[src/rtl/wb_hyperram_arbiter.sv]
// Two-master Wishbone classic arbiter in front of the HyperRAM slave port.
// Round-robin grant, per-transfer ack watchdog and a sticky timeout flag.
module wb_hyperram_arbiter #(
    parameter int          TIMEOUT_CYCLES = 1024,
    parameter logic [31:0] TIMEOUT_DATA   = 32'hDEAD_BEEF
) (
    input  logic        wb_clk_i,
    input  logic        wb_rst_i,

    input  logic        m0_cyc_i,
    input  logic        m0_stb_i,
    input  logic        m0_we_i,
    input  logic [3:0]  m0_sel_i,
    input  logic [31:0] m0_adr_i,
    input  logic [31:0] m0_dat_i,
    output logic        m0_ack_o,
    output logic [31:0] m0_dat_o,

    input  logic        m1_cyc_i,
    input  logic        m1_stb_i,
    input  logic        m1_we_i,
    input  logic [3:0]  m1_sel_i,
    input  logic [31:0] m1_adr_i,
    input  logic [31:0] m1_dat_i,
    output logic        m1_ack_o,
    output logic [31:0] m1_dat_o,

    output logic        s_cyc_o,
    output logic        s_stb_o,
    output logic        s_we_o,
    output logic [3:0]  s_sel_o,
    output logic [31:0] s_adr_o,
    output logic [31:0] s_dat_o,
    input  logic        s_ack_i,
    input  logic [31:0] s_dat_i,

    output logic [1:0]  grant_o,
    output logic        timeout_o,
    input  logic        timeout_clr_i
);

    typedef enum logic [1:0] {IDLE, GNT0, GNT1, TOUT} state_e;

    localparam logic [15:0] CNT_LAST = 16'(TIMEOUT_CYCLES - 1);

    state_e      state_q, state_d;
    logic [15:0] cnt_q, cnt_d;
    logic        last_grant_q, last_grant_d;
    logic        timeout_q, timeout_d;

    logic req0, req1;

    assign req0 = m0_cyc_i & m0_stb_i;
    assign req1 = m1_cyc_i & m1_stb_i;

    always_ff @(posedge wb_clk_i or posedge wb_rst_i) begin
        if (wb_rst_i) begin
            state_q      <= IDLE;
            cnt_q        <= 16'd0;
            last_grant_q <= 1'b1;
            timeout_q    <= 1'b0;
        end else begin
            state_q      <= state_d;
            cnt_q        <= cnt_d;
            last_grant_q <= last_grant_d;
            timeout_q    <= timeout_d;
        end
    end

    // last_grant is updated on entry to TOUT, so in TOUT it names the stalled master.
    always_comb begin
        state_d      = state_q;
        cnt_d        = cnt_q;
        last_grant_d = last_grant_q;
        timeout_d    = timeout_q & ~timeout_clr_i;
        unique case (state_q)
            IDLE: begin
                cnt_d = 16'd0;
                if (req0 && req1) begin
                    state_d = last_grant_q ? GNT0 : GNT1;
                end else if (req0) begin
                    state_d = GNT0;
                end else if (req1) begin
                    state_d = GNT1;
                end
            end
            GNT0, GNT1: begin
                if (s_ack_i || !(state_q == GNT0 ? m0_cyc_i : m1_cyc_i)) begin
                    state_d      = IDLE;
                    cnt_d        = 16'd0;
                    last_grant_d = (state_q == GNT1);
                end else if (cnt_q == CNT_LAST) begin
                    state_d      = TOUT;
                    cnt_d        = 16'd0;
                    last_grant_d = (state_q == GNT1);
                    timeout_d    = 1'b1;
                end else begin
                    cnt_d = cnt_q + 16'd1;
                end
            end
            TOUT: begin
                state_d = IDLE;
                cnt_d   = 16'd0;
            end
            default: state_d = IDLE;
        endcase
    end

    always_comb begin
        s_cyc_o  = 1'b0;
        s_stb_o  = 1'b0;
        s_we_o   = 1'b0;
        s_sel_o  = 4'd0;
        s_adr_o  = 32'd0;
        s_dat_o  = 32'd0;
        m0_ack_o = 1'b0;
        m0_dat_o = 32'd0;
        m1_ack_o = 1'b0;
        m1_dat_o = 32'd0;
        grant_o  = 2'b00;
        unique case (state_q)
            GNT0: begin
                s_cyc_o  = m0_cyc_i;
                s_stb_o  = m0_stb_i;
                s_we_o   = m0_we_i;
                s_sel_o  = m0_sel_i;
                s_adr_o  = m0_adr_i;
                s_dat_o  = m0_dat_i;
                m0_ack_o = s_ack_i;
                m0_dat_o = s_dat_i;
                grant_o  = 2'b01;
            end
            GNT1: begin
                s_cyc_o  = m1_cyc_i;
                s_stb_o  = m1_stb_i;
                s_we_o   = m1_we_i;
                s_sel_o  = m1_sel_i;
                s_adr_o  = m1_adr_i;
                s_dat_o  = m1_dat_i;
                m1_ack_o = s_ack_i;
                m1_dat_o = s_dat_i;
                grant_o  = 2'b10;
            end
            TOUT: begin
                if (last_grant_q) begin
                    m1_ack_o = 1'b1;
                    m1_dat_o = TIMEOUT_DATA;
                end else begin
                    m0_ack_o = 1'b1;
                    m0_dat_o = TIMEOUT_DATA;
                end
            end
            default: ;
        endcase
    end

    assign timeout_o = timeout_q;

endmodule
[config.mk]
export PLATFORM = sky130hd
export DESIGN_NAME = wb_hyperram_arbiter
export DESIGN_NICKNAME = d
export VERILOG_FILES = /design/src/rtl/wb_hyperram_arbiter.sv
export SDC_FILE = /design/constraint.sdc
export NUM_CORES = 1
export LEC_CHECK = 0
export BUFFER_PORTS_ARGS = -buffer_cell sky130_fd_sc_hd__buf_2
export CORE_AREA = 2 2 124 126
export CTS_CLUSTER_SIZE = 24
export DETAILED_ROUTE_END_ITERATION = 6
export DIE_AREA = 0 0 126 128
export GPL_ROUTABILITY_DRIVEN = 1
export PLACE_DENSITY = 0.53
export SYNTH_ARGS = -nofsm -noshare
export SYNTH_HDL_FRONTEND = slang
export SYNTH_SLANG_ARGS = --single-unit
[constraint.sdc]
create_clock -name wb_clk_i -period 2.7 [get_ports wb_clk_i]
set_input_delay 0.54 -clock wb_clk_i [delete_from_list [all_inputs] [get_ports wb_clk_i]]
set_output_delay 0.54 -clock wb_clk_i [all_outputs]
set_load 0.005 [all_outputs]
Word-level counts from Yosys, hierarchy flattened
Cells that the tools add are included.

Bits in registers: 20. Input port bits: 178. Word-level logic and storage cells: 55.

Equal/unequal tests: 6. Reductions and logical operators: 9. Add/sub/neg operators: 1. Bitwise operators: 4. Muxes and demuxes: 31.

Operator list (count): 32-bit one-hot mux with 2 select lines (4); 32-bit two-way mux (2); 16-bit two-way mux (2); 16-bit one-hot mux with 2 select lines (1); 16-bit by 1-bit adder with 16-bit output (second input constant) (1); 16-bit by 10-bit == test with 1-bit output (second input constant) (1); 2-bit two-way mux (6); 1-bit one-hot mux with 2 select lines (5); 1-bit two-way mux (8); 4-bit one-hot mux with 2 select lines (1); 2-bit one-hot mux with 3 select lines (1); 2-bit == test (second input constant) (2); 4-bit != test (second input constant) (1); 2-bit one-hot mux with 2 select lines (1); 2-bit AND reduction (2); 2-bit OR reduction (2); 1-bit bitwise AND (3); 3-bit != test (second input constant) (1); 2-bit by 1-bit == test with 1-bit output (second input constant) (1); 2-bit logical NOT (1); 2-bit nonzero test (1); 1-bit logical AND (1); 1-bit logical NOT (1); 1-bit logical OR (1); 1-bit NOT (1).

Depth between registers and ports, before layout
Gate-level depths: netlist of run 1.

Depth in word-level cells: 6. Mapped depth: 8. Gate-level depth less buffers: 6.

Least setup slack after synthesis of run 1
No wires, ideal clock.

Path kind: reg-to-output. Start: register state_q[1]. End: output m0_ack_o. Data arrival time: 1.867 ns. Data required time: 2.160 ns. Path buffers: 4. Path slack: 0.293 ns. Cell stages (with the launch flop): 9. Path through: dfrtp_1 > inv_1 > ha_1 > clkbuf_1 > clkbuf_1 > clkbuf_1 > clkbuf_1 > nand2_1 > nand2_1.

Cells in the longest elaborated chain, start to end: 2.

RTL lines: from (decl) (RTL line 46) `state_e state_q, state_d;`; from (signal assigned) (RTL line 63) `state_q <= state_d;`; 2-bit == test / 2-bit by 1-bit == test with 1-bit output (equally long branches) (RTL line 121) `unique case (state_q)`; 1-bit one-hot mux with 2 select lines * (RTL line 121); to (decl) (RTL line 16) `output logic m0_ack_o,`.

Every way passes the cells marked *; elsewhere a longest branch is shown, timed or not.

Worst setup path in the final report of run 1
Start: register state_q[0]. End: output s_dat_o[3].

Cells in the longest elaborated chain, start to end: 2.

RTL lines: 2-bit == test / 2-bit by 1-bit == test with 1-bit output (equally long branches) (RTL line 121); 32-bit one-hot mux with 2 select lines * (RTL line 121); to (decl) (RTL line 33) `output logic [31:0] s_dat_o,`.

Marked as above.

==> flow_results.org, run 1 <==
** Routing
- DR WL/cell :: 16.5 um
- Drt initial violations :: 252
- After detailed routing, the number of remaining DRC violations is 0.
- After detailed routing, the number of vias per cell comes to 4.42.
- In this run the remaining antenna-violating nets after routing total 0.
- Across all layers, the routed design uses 3950 vias.
- For this run, the detailed router's first-pass iteration total came to 4.
- The final layout contains routed wiring with a total length of 14800 um.

** Worst setup path
- Of all nets on the critical path, the largest fanout is 44.
- STA classifies the critical path endpoint as a primary output.
- Critical path arrival :: 2.01 ns
- The setup check on the worst reg-to-reg path leaves a slack of 0.46 ns.
- By startpoint and endpoint, the worst setup path is classified as flop to primary output.
- In this run the critical register-to-register path is launched from state_q[1]$_DFFE_PP0P_.
- Data required time at the worst endpoint :: 2.16 ns
- Worst-case reg-to-reg path depth :: 7
- The worst setup path is launched from a flop.
- The worst register-to-register path ends at state_q[0]$_DFFE_PP0P_.

** Yosys
- For this run, the number of Yosys warnings is 0.
- Number of distinct library cells after synthesis :: 35
- In the synthesized netlist the dominant register cell turns out to be sky130_fd_sc_hd__dfrtp_1.
- The number of nets handed over by synthesis was 595.
- Post-synth EDFFs :: 0
- Post-Syn Instances :: 409
- Synth Cell Area :: 2730 um2
- Total of flip-flops plus latches after synthesis :: 20
- For this run, the register share of the synthesized area comes to 18.4%.
- Dividing the synthesized area by the synthesized cell count gives 6.68 um2.
- After synthesis, the share of flip-flops with an asynchronous set or reset is 100%.

** Global routing
- Initial antenna violation count :: 0
- The first global-routing pass estimated 20600 um of wire.
- After global routing the overflow that remains totals 0.
- Aggregate global-route resource usage :: 16.3%
- Via count of the first global-routing pass :: 3541
- Maximum number of pins on one net before global-route repair :: 47

** Floorplanning
- The floorplan step set the die width to 126 um.
- Die outline height :: 128 um
- I/O Pins :: 318
- The die covers 16100 um2.
- The total area inside the core boundary comes to 14900 um2.
- Initial Utilization :: 18.4%
- Cell row count :: 45

** STA
- Max Clock Freq :: 393 MHz
- Final worst-path cycle share :: 94.3%
- Sum Neg Setup Slack :: 0 ns
- The count of final max-slew check failures is 0.
- Tightest Pin Transition :: 0.773 ns
- Setup violations remaining at the end of the flow were counted as 0.
- Final period demand of the worst path :: 2.55 ns
- Measured against its own limit, the worst slew margin works out to 48.4%.
- Setup repair after global routing left no endpoint under its margin.
- For the final database, setup skew stands at 0.00149 ns.
- The final hold violation count is 0.

** Clock tree
- # hold bufs at CTS :: 0
- Number of clock buffers inserted by TritonCTS :: 3
- TritonCTS built the clock tree.
- The clock passes through at most 2 buffers.
- Clock-pin slew reported for the worst setup and hold paths after clock tree synthesis :: 0.06 ns
- CTS saw 20 sinks.
- Clk_lat worst skew :: 0.26 ns
- Clock root buffer :: sky130_fd_sc_hd__clkbuf_16
- CTS built an H-tree with a depth of 1.

** Job
- MaxCap Viol Count :: 0

** Pwr
- Power density over the cells :: 905 nW/um2
- Across the VDD grid, the largest voltage drop is 323 uV.
- Summed over all cells, the static leakage comes to 2.67 nW.

** Status
- The flow ran to the end, and the final reports show no timing, DRC or antenna violations.

** Cells and area
- Storage cell area :: 502 um2
- The layout has 1631 filler cells.
- Post-route cell area :: 4650 um2
- Net count reported at finish :: 892
- In the final layout, the multi-input gates occupy 2090 um2.
- Growth of design area from synthesis to finish :: 70.3%
- Cells with a size suffix above 1 make up 48.9% of the layout.
- The number of antenna diodes in the final layout is 0.

** Placement
- Input/output buffers :: 317
- Half-perimeter wire length after placement :: 12000 um
- Routability Congestion :: 0.798
- Summing all placed instances gives a cell area of 4560 um2.

** Worst hold path
- Min-delay worst type :: input port to async pin
## synth_stat cells (all sizes together) (2+ instances only)
cell type / instances / area share, %
a22oi: 71 / 20
and2: 17 / 3.9
buf: 4 / 0.82
clkbuf: 34 / 4.7
dfrtp: 19 / 17
ha: 8 / 3.7
inv: 6 / 0.82
mux2: 3 / 1.2
mux2i: 2 / 0.73
nand2: 109 / 15
nand3: 7 / 1.5
nand4: 4 / 0.92
nor2: 17 / 2.3
nor2b: 72 / 16
nor3: 2 / 0.37
nor4: 5 / 1.4
o21ai: 4 / 0.73
or4: 3 / 1.1
xnor2: 11 / 3.5
xor2: 2 / 0.64
## kinds of logic (layout without fill, tap and decap cells)
| group | Yosys count | in the layout | share of synthesized area (%) |
|---|---|---|---|
| flops | 20 | 20 | 18.4 |
| compound gates | 79 | 79 | 21.2 |
| mux | 5 | 5 | 1.97 |
| fa+ha+maj | 8 | 8 | 3.66 |
| buf+inv | 44 | 340 | 6.32 |
| simple gates | 240 | 240 | 44.3 |
| xor+xnor | 13 | 13 | 4.17 |
## cells in the final DEF (no fill, tap or decap), types with 4 or more instances in the layout
cell and instances:
sky130_fd_sc_hd__a22oi_1 71, sky130_fd_sc_hd__and2_1 17, sky130_fd_sc_hd__buf_2 317, sky130_fd_sc_hd__buf_4 8
sky130_fd_sc_hd__dfrtp_1 19, sky130_fd_sc_hd__ha_1 5, sky130_fd_sc_hd__inv_1 6, sky130_fd_sc_hd__nand2_1 108
sky130_fd_sc_hd__nand3_1 6, sky130_fd_sc_hd__nand4_1 4, sky130_fd_sc_hd__nor2_1 17, sky130_fd_sc_hd__nor2b_1 72
sky130_fd_sc_hd__nor4_1 4, sky130_fd_sc_hd__xnor2_1 11
## registers in the layout (all words and copies together) (netlist names)
name	flops
last_grant_q	1
timeout_o	1
state_q	2
cnt_q	16
## layer usage
layer	GRT usage (%)	share of wire [%]	up-vias	routed length, um
met5	0	0	-	0
met4	1.36	0.35	0	51
met2	24.0	43	219	6310
met3	3.26	8.2	5	1210
li1	-	-	1982	-
met1	25.2	49	1744	7200
## area by class of cell
type / count / area share [%]
Clock buffer: 4 / 1.69
Inverter: 6 / 0.484
Multi-Input combinational cell: 345 / 44.8
Sequential cell: 20 / 10.8
Tap cell: 188 / 5.06
Timing Repair Buffer: 330 / 37.2
## worst max path at each step
stage / start / end / slack (ns) / cells after the start
floorplan: state_q[1]$_DFFE_PP0P_ / m0_ack_o / 0.29 / 8
global placement: state_q[1]$_DFFE_PP0P_ / s_dat_o[5] / 0.37 / 5
detailed placement: state_q[1]$_DFFE_PP0P_ / s_dat_o[5] / 0.38 / 5
CTS: state_q[1]$_DFFE_PP0P_ / s_dat_o[5] / 0.08 / 5
global route: state_q[0]$_DFFE_PP0P_ / s_dat_o[5] / 0.05 / 5
finish: state_q[0]$_DFFE_PP0P_ / s_dat_o[3] / 0.15 / 6
## metrics by stage
stage                     std cells  utilization [%]  power, mW  hold slack [ns]  setup slack [ns]
after global routing            893             31.3       4.62            0.465            0.0457
final                           893             31.3       4.21            0.417             0.153
after CTS                       892             31.2       4.25            0.458            0.0793
after global placement          888             30.7       3.93            0.512             0.369
after detailed placement        888             30.7       3.92            0.514             0.376
after floorplan                 409                -       2.27            0.469             0.293
## report_power, final
group / internal [mW] / leakage (nW) / switching, mW
registers: 0.334 / 0.273 / 0.0391
logic: 1.63 / 2.36 / 1.89
clock network: 0.201 / 0.0382 / 0.116
total: 2.17 / 2.67 / 2.05
## what timing repair did
item	CTS	global route
endpoints found under the setup margin	0	2
resized for setup	0	1
hold endpoints to repair	0	0
buffers inserted	0	1
## worst max-delay path: stages (launching register included)
cell                      delay [ns]
sky130_fd_sc_hd__dfrtp_1        0.45
sky130_fd_sc_hd__inv_1          0.20
sky130_fd_sc_hd__ha_4           0.34
sky130_fd_sc_hd__buf_12         0.24
sky130_fd_sc_hd__a22oi_1        0.12
sky130_fd_sc_hd__nor2b_1        0.22
sky130_fd_sc_hd__buf_2          0.16
Note: power is estimated with default switching activity, not from simulation.
==> run 2: changes to the inputs <==
--- a/config.mk
+++ b/config.mk
@@ -5,12 +5,14 @@
 export SDC_FILE = /design/constraint.sdc
 export NUM_CORES = 1
 export LEC_CHECK = 0
+export ABC_AREA = 1
 export BUFFER_PORTS_ARGS = -buffer_cell sky130_fd_sc_hd__buf_2
 export CORE_AREA = 2 2 124 126
 export CTS_CLUSTER_SIZE = 24
 export DETAILED_ROUTE_END_ITERATION = 6
 export DIE_AREA = 0 0 126 128
 export GPL_ROUTABILITY_DRIVEN = 1
+export HOLD_SLACK_MARGIN = 0.06
 export PLACE_DENSITY = 0.53
 export SYNTH_ARGS = -nofsm -noshare
 export SYNTH_HDL_FRONTEND = slang
==> run 2 against run 1 <==
Against the previous run: non-clock buffer count decreased by 5; via count rose by 4.1%; worst hold slack better by 0.013 ns; clock skew is 0.0039 ns higher; total power fell by 27%; clock power up 28%; core utilization shrank 0.26 points; largest power group unchanged; critical path type unchanged; critical path depth is 1 lower; flip-flop and latch count did not move; routed wire length down 8.2%; register-to-register slack improved by 0.26 ns; final cell count rose by 11%.
==> flow_results.org, run 2 <==
** Clock tree
- In this run the post-CTS setup repair buffer count came out at 0.
- CTS saw 20 sinks.
- Number of clock buffers inserted by TritonCTS :: 3
- The later pin in the worst-skew pair is clocked with a latency of 0.25 ns.
- Number of gates given a new drive strength after cts :: 0
- Hold repair after CTS inserted 0 buffers.
- Clock tree from TritonCTS :: built
- Clock root buffer :: sky130_fd_sc_hd__clkbuf_16
- Maximum count of clock buffers along a single path :: 2
- Clock-pin slew reported for the worst setup and hold paths after clock tree synthesis :: 0.06 ns
- In this run the number of H-tree levels came out at 1.

** Worst setup path
- Crit path max-delay cell type :: sky130_fd_sc_hd__inv_1
- The critical path goes through inv_1, ha_2, inv_1, o21ai_0, buf_2.
- Across all register-to-register paths, the minimum setup slack is 0.72 ns.
- Worst-case reg-to-reg path depth :: 12
- Capturing point of the worst reg2reg path :: state_q[1]$_DFFE_PP0P_
- In this design, the critical path's most frequently occurring cell is sky130_fd_sc_hd__inv_1.
- On the critical path the largest part of the delay comes from buffers and inverters.
- The worst setup path is captured at a primary output.
- Of all nets on the critical path, the largest fanout is 25.
- The worst setup path is launched from a flop.
- The startpoint identified for the worst register-to-register timing path is state_q[1]$_DFFE_PP0P_.
- For the worst setup path, the data required time is 2.16 ns.
- Slowest stage delay, CP :: 0.49 ns
- Setup CP Type :: flop to primary output
- Critical path arrival :: 1.85 ns
- WP buf/inv :: 3

** Floorplanning
- The die covers 16100 um2.
- For this configuration, the core starts out at a cell density of 18.4%.
- I/O Pins :: 318
- In this run the horizontal extent of the chip is 126 um.
- Die outline height :: 128 um
- Cell row count :: 45
- The core region is 14900 um2.

** Status
- The flow ran to the end, and the final reports show no timing, DRC or antenna violations.

** Worst hold path
- The path class of the tightest hold or removal check is input port to async pin.

** STA
- The worst path meets setup with 0.306 ns of slack.
- Final setup vio count :: 0
- Unrepaired setup endpoints after global routing :: no
- Based on the critical path, the design can be clocked at up to 418 MHz.
- Worst clock skew :: 0.00537 ns
- Sum Neg Setup Slack :: 0 ns
- In the finished design, the share of the clock period the worst path needs comes to 88.7%.
- Final period demand of the worst path :: 2.39 ns
- The tightest hold path in the finished design has a slack of 0.430 ns.
- The final hold violation count came to 0.
- Final slew viol count :: 0
- Slew margin rel. :: 46.3%
- Tightest Pin Transition :: 0.805 ns

** Yosys
- In this run, synthesis produced a sequential element count of 20.
- Fraction of registers with async set/reset :: 100%
- In the synthesized netlist, the cells that appear most often are sky130_fd_sc_hd__nand2_1, sky130_fd_sc_hd__a21oi_1, sky130_fd_sc_hd__inv_1.
- Synth Cell Area :: 2730 um2
- The synthesized netlist contains 26 unique library cells.
- In this run, synthesis inferred 0 flip-flops with an integrated enable.
- In the synthesized netlist the dominant register cell turns out to be sky130_fd_sc_hd__dfrtp_1.
- Of the synthesized area, sequential elements account for 18.4%.
- Avg Cell Area, Syn :: 5.36 um2
- Most numerous cell in the Yosys netlist :: sky130_fd_sc_hd__nand2_1
- Of all cell types, the one taking the most synthesized area is sky130_fd_sc_hd__nand2_1.
- The number of nets in the synthesized netlist is 696.
- For this run, the number of Yosys warnings is 0.
- Area share of the largest cell type after synthesis :: 27.1%
- Post-Syn Instances :: 510
- Top area cells in the synthesized netlist :: sky130_fd_sc_hd__nand2_1, sky130_fd_sc_hd__dfrtp_1, sky130_fd_sc_hd__a21oi_1, sky130_fd_sc_hd__o21ai_0, sky130_fd_sc_hd__inv_1

** Global routing
- Maximum number of pins on one net before global-route repair :: 66
- The number of global-route vias before repair was 3645.
- Wire length of the first global-routing pass :: 20200 um
- Initial antenna violation count :: 0
- Aggregate global-route resource usage :: 15.3%
- Global routing finished with a remaining overflow of 0.

** Placement
- Buffers placed on the I/O ports in this run total 317.
- Half-perimeter wire length after placement :: 11000 um
- Routability-driven placement finished with a final weighted congestion of 0.825.
- Timing analysis after detailed placement gives a worst setup slack of 0.589 ns.

** Cells and area
- Leaving out fill and tap cells, the most frequent cell in the layout is sky130_fd_sc_hd__buf_2.
- From synthesis to final layout, the design area changed by 68.9%.
- For this run, the post-layout net count is 992.
- The largest registers in the layout are cnt_q x16, state_q x2.
- Measured on the finished design, the core utilization comes to 31.0%.
- 0 antenna diodes ended up in the layout.
- After filler insertion, the fill cell instance count of the layout stands at 1734.
- Top register by number of flip-flops :: cnt_q
- The register with the most flip-flops in the layout has 16 of them.
- The top cell types in the final layout, fill and taps aside, are sky130_fd_sc_hd__buf_2, sky130_fd_sc_hd__nand2_1, sky130_fd_sc_hd__a21oi_1, sky130_fd_sc_hd__inv_1, sky130_fd_sc_hd__o21ai_0.
- Share of layout cells above drive strength 1 :: 43.7%

** Pwr
- The analysis attributes to cell leakage a power of 2.78 nW.
- IR analysis of the VDD net gives a maximum drop of 441 uV.
- In this run the power density over the cells is 664 nW/um2.

** Routing
- For this block, the via count after detailed routing is 4112.
- Using the TritonRoute via totals, the vias-per-cell ratio works out to 4.14.
- After the first detailed-routing iteration, the DRC count stood at 207.
- Once detail routing completed, the nets flagged for antenna violations numbered 0.
- In the final routed layout, each cell accounts on average for 13.7 um.
- For this run, design rule violations remaining after detail routing come to 0.
- Total detailed-routing wirelength :: 13600 um
- 1st-pass router iterations :: 4

** Job
- MaxCap Viol Count :: 0
==> run 2: cell types whose count changed in the layout (fill, tap and decap cells not counted), moves of 4 or more <==
cell	previous run	this run
sky130_fd_sc_hd__nor2b_1	72	0
sky130_fd_sc_hd__nor2_2	0	9
sky130_fd_sc_hd__xnor2_1	11	3
sky130_fd_sc_hd__nor4_1	4	0
sky130_fd_sc_hd__nand2_2	0	5
sky130_fd_sc_hd__inv_1	6	62
sky130_fd_sc_hd__a21oi_1	1	72
sky130_fd_sc_hd__a22oi_1	71	0
sky130_fd_sc_hd__o21ai_0	3	51
sky130_fd_sc_hd__nand2_1	108	197
sky130_fd_sc_hd__and2_1	17	0
sky130_fd_sc_hd__nand3_1	6	11
==> run 2: area by class of cell <==
| class | count | area, um2 | area share (%) |
|---|---|---|---|
| clock buffers | 3 | 75.1 | 1.63 |
| clock inverters | 1 | 30.0 | 0.651 |
| inverters | 64 | 243 | 5.26 |
| multi-input cells | 392 | 1850 | 40.0 |
| flip-flops and latches | 20 | 502 | 10.9 |
| well taps | 188 | 235 | 5.10 |
| repair buffers | 325 | 1680 | 36.5 |
==> run 2: through the flow <==
| step | cell area (um2) | instances | power (mW) |
|---|---|---|---|
| final | 4610 | 993 | 3.07 |
| after global routing | 4610 | 993 | 3.37 |
| after CTS | 4610 | 993 | 3.10 |
| after detailed placement | 4510 | 989 | 2.68 |
| after global placement | 4510 | 989 | 2.69 |
| after floorplan | 2730 | 510 | 1.59 |
==> run 2: kinds of logic (layout without fill, tap and decap cells) <==
group                    after synthesis  count (layout)  share of synthesized area, %
XOR/XNOR                               7               7                          2.24
AND/OR/NAND/NOR                      250             250                          37.9
flip-flops                            20              20                          18.4
AO/OA/AOI/OAI                        127             127                          23.6
adder cells (fa/ha/maj)                8               8                          3.66
buffers and inverters                 98             393                          14.3
==> run 2: worst register-to-register path, delay by kind of cell, from the launching register on <==
family | cells | cell delay [ns]
adders and majority gates | 1 | 0.23
DFF | 1 | 0.44
buffers and inverters | 3 | 0.51
and+or+nand+nor | 8 | 0.71
==> run 2: how the worst max path moves through the flow <==
stage / depth (start not counted) / slack, ns / startpoint / endpoint
after floorplan: 7 / 0.79 / state_q[1]$_DFFE_PP0P_ / s_dat_o[10]
after global placement: 6 / 0.60 / state_q[0]$_DFFE_PP0P_ / s_adr_o[18]
after detailed placement: 6 / 0.59 / state_q[0]$_DFFE_PP0P_ / s_adr_o[18]
after CTS: 6 / 0.30 / state_q[1]$_DFFE_PP0P_ / s_adr_o[9]
after global routing: 5 / 0.11 / state_q[0]$_DFFE_PP0P_ / m1_dat_o[18]
final: 5 / 0.31 / state_q[0]$_DFFE_PP0P_ / m1_dat_o[19]
==> run 2: layer usage <==
metal	vias up	global-route usage (%)	share of wire, %
li1	2183	-	-
met1	1791	21.6	45
met2	130	25.4	49
met3	8	2.71	5.4
met4	0	1.29	0.80
met5	-	0	0
==> run 2: report_power, final <==
part           switching, mW  internal, mW
Sequential            0.0300         0.328
Combinational           1.40         0.897
Clock                  0.113         0.294
Total                   1.55          1.52
==> run 3: changes to the inputs <==
--- a/config.mk
+++ b/config.mk
@@ -12,6 +12,7 @@
 export DETAILED_ROUTE_END_ITERATION = 6
 export DIE_AREA = 0 0 126 128
 export GPL_ROUTABILITY_DRIVEN = 1
+export GPL_TIMING_DRIVEN = 0
 export HOLD_SLACK_MARGIN = 0.06
 export PLACE_DENSITY = 0.53
 export SYNTH_ARGS = -nofsm -noshare
==> run 3 against run 2 <==
Against the previous run: flip-flop and latch count unchanged; worst hold slack worse by 0.011 ns; cell area rose by 1.8%; clock skew shrank 0.0024 ns; total power grew 4.7%; critical endpoint is now m1_dat_o[23]; largest power group unchanged; final cell count increased by 2.6%; combinational power is 6% higher; core utilization rose by 0.56 points; clock power increased by 1%; maximum frequency down 5.4%; critical path type unchanged.
==> flow_results.org, run 3 (same netlist as run 2, synthesis figures left out) <==
** Global routing
- The first global-routing pass estimated 22200 um of wire.
- Global routing consumed, over all layers together, 17.0% of the routing resources.
- Summed over all layers, the global routing overflow is 0.
- The number of antenna violations at the first check in global routing came to 0.
- The number of global-route vias before repair was 4000.
- Entering global routing, the biggest net connects 21 pins.

** Worst setup path
- Crit path max fanout :: 10
- Element type at the critical path end :: primary output
- Critical path origin :: state_q[0]$_DFFE_PP0P_
- In this design, the critical path's most frequently occurring cell is sky130_fd_sc_hd__inv_1.
- Sort of element at the start of the critical path :: flop
- The critical path is of the flop to primary output type.
- STA puts the critical path data required time at 2.16 ns.
- Slowest stage delay, CP :: 0.43 ns
- Among all stages on the critical path, the largest delay is contributed by sky130_fd_sc_hd__dfrtp_1.
- The startpoint identified for the worst register-to-register timing path is state_q[0]$_DFFE_PP0P_.
- Critical path arrival :: 1.99 ns
- The signal on the critical path passes through inv_1, ha_1, clkbuf_4, inv_1, clkbuf_2, o21ai_0, buf_2.

** Status
- Result of the run :: finished, final reports clean

** Placement
- Buffers placed on the I/O ports in this run total 317.
- Before CTS, the worst setup slack after placement is 0.148 ns.
- Routability Congestion :: 0.851
- Cells after DPL :: 1015
- Half-perimeter wire length after placement :: 12400 um

** Clock tree
- Clock tree from TritonCTS :: built
- Number of clock buffers inserted by TritonCTS :: 3
- Post-CTS Setup Bufs :: 0
- Max H-tree Level :: 1
- Clk_lat worst skew :: 0.25 ns
- Clock-pin slew reported for the worst setup and hold paths after clock tree synthesis :: 0.06 ns
- Clock tree sinks :: 20
- Clock root buffer :: sky130_fd_sc_hd__clkbuf_16
- Maximum count of clock buffers along a single path :: 2

** STA
- Slew margin rel. :: 48.5%
- Final setup vio count :: 0
- The final critical path takes up 93.8% of the cycle.
- The count of final max-slew check failures is 0.
- After layout, the minimum clock period comes to 2.53 ns.
- Max Clock Freq :: 395 MHz
- Tightest Pin Transition :: 0.772 ns
- The tightest hold path in the finished design has a slack of 0.419 ns.
- Post-route worst setup slack :: 0.168 ns
- Worst clock skew :: 0.00293 ns
- Final Hold Vio Count :: 0

** Routing
- The routed design has 14700 um of wire.
- WL met3 :: 775 um
- Routed length on met2 :: 7260 um
- Drc violations :: 0
- 1st-pass router iterations :: 5
- Across all layers, the routed design uses 4355 vias.
- Vias per cell :: 4.27
- Antenna Nets Post-Route :: 0
- In this run the top signal layer used is met4.
- In this run, the number of DRC markers left after iteration 0 of detailed routing was 245.
- M1 wire length :: 6570 um
- In the final routed layout, each cell accounts on average for 14.5 um.

** Cells and area
- Net count reported at finish :: 1018
- Fill cells :: 1785
- Growth of design area from synthesis to finish :: 71.9%
- Max reg flops :: 16
- Post-Layout Cell Count :: 1019
- The top cell types in the final layout, fill and taps aside, are sky130_fd_sc_hd__buf_2, sky130_fd_sc_hd__nand2_1, sky130_fd_sc_hd__a21oi_1, sky130_fd_sc_hd__inv_1, sky130_fd_sc_hd__o21ai_0.
- In the final layout, the share of cells above drive strength 1 is 44.5%.
- Most common cell after layout, fill and taps aside :: sky130_fd_sc_hd__buf_2
- Ant diodes :: 0
- In the final layout, the registers with the most flip-flops are cnt_q x16, state_q x2.
- More flip-flops sit in one register than any other, and that register is cnt_q.

** Pwr
- VDD sags by at most 396 uV.
- For this design the ratio of total power to cell area is 683 nW/um2.
- The completed layout was analyzed and its total power is 3.21 mW.
- Leakage component of the power :: 2.85 nW

** Floorplanning
- The die is 126 um wide.
- The floorplan step set the die height to 128 um.
- I/O Pins :: 318
- Initial Utilization :: 18.4%
- Cell row count :: 45
- The die covers 16100 um2.
- CORE AREA :: 14900 um2

** Worst hold path
- The worst hold path belongs to the class input port to async pin.

** Job
- Max-cap violations in this run came to 0.
## run 3: cell count changes in the layout (fill, tap and decap cells not counted), sizes merged
| cell | previous run | this run |
|---|---|---|
| buf | 325 | 322 |
| clkbuf | 3 | 32 |
## run 3: layout make-up
type	count	area (um2)	area share [%]
buffer	34	183	3.89
clock buffer	3	75.1	1.60
inverter	64	243	5.17
sequential	20	502	10.7
tap	188	235	5.01
multi-input combinational	392	1840	39.3
clock inverter	1	30.0	0.639
timing repair buffer	317	1590	33.8
## run 3: critical path, delay by kind of cell (launching register included)
| kind | cells | cell delay [ns] |
|---|---|---|
| buffers and inverters | 5 | 0.97 |
| DFF | 1 | 0.43 |
| adders and majority gates | 1 | 0.21 |
| AOI/OAI and AO/OA | 1 | 0.13 |
## run 3: routing by layer
layer / track usage [%] / up-vias
li1: - / 2238
met1: 24.0 / 1950
met2: 28.5 / 157
met3: 2.34 / 10
met4: 1.68 / 0
met5: 0 / -
## run 3: power by group
part / switching, mW / internal (mW)
Combinational: 1.52 / 0.918
Clock: 0.117 / 0.294
Sequential: 0.0326 / 0.329
## run 3: repair_timing
action                     in CTS  in global routing
cloned                          0                  0
resized for setup               5                 32
hold buffers                    0                  0
setup endpoints to repair      16                 89
## run 3: final timing paths
kind                                 endpoint  slack [ns]  cells after the start
max                              m1_dat_o[23]        0.17                      7
min                        cnt_q[0]$_DFF_PP0_        0.42                      2
max reg2reg                cnt_q[9]$_DFF_PP0_        0.96                      7
min reg2reg                cnt_q[0]$_DFF_PP0_        0.47                      1
max in group asynchronous  cnt_q[9]$_DFF_PP0_        1.80                      2
min in group wb_clk_i      cnt_q[0]$_DFF_PP0_        0.47                      1
## run 3: through the flow
stage | utilization, % | cell area, um2 | setup TNS (ns)
2_1_floorplan | - | 2730 | 0
4_1_cts | 31.4 | 4670 | 0
5_1_grt | 31.6 | 4700 | -0.0154
3_3_place_gp | 30.6 | 4550 | 0
6_report | 31.6 | 4700 | 0
3_5_place_dp | 30.6 | 4550 | 0
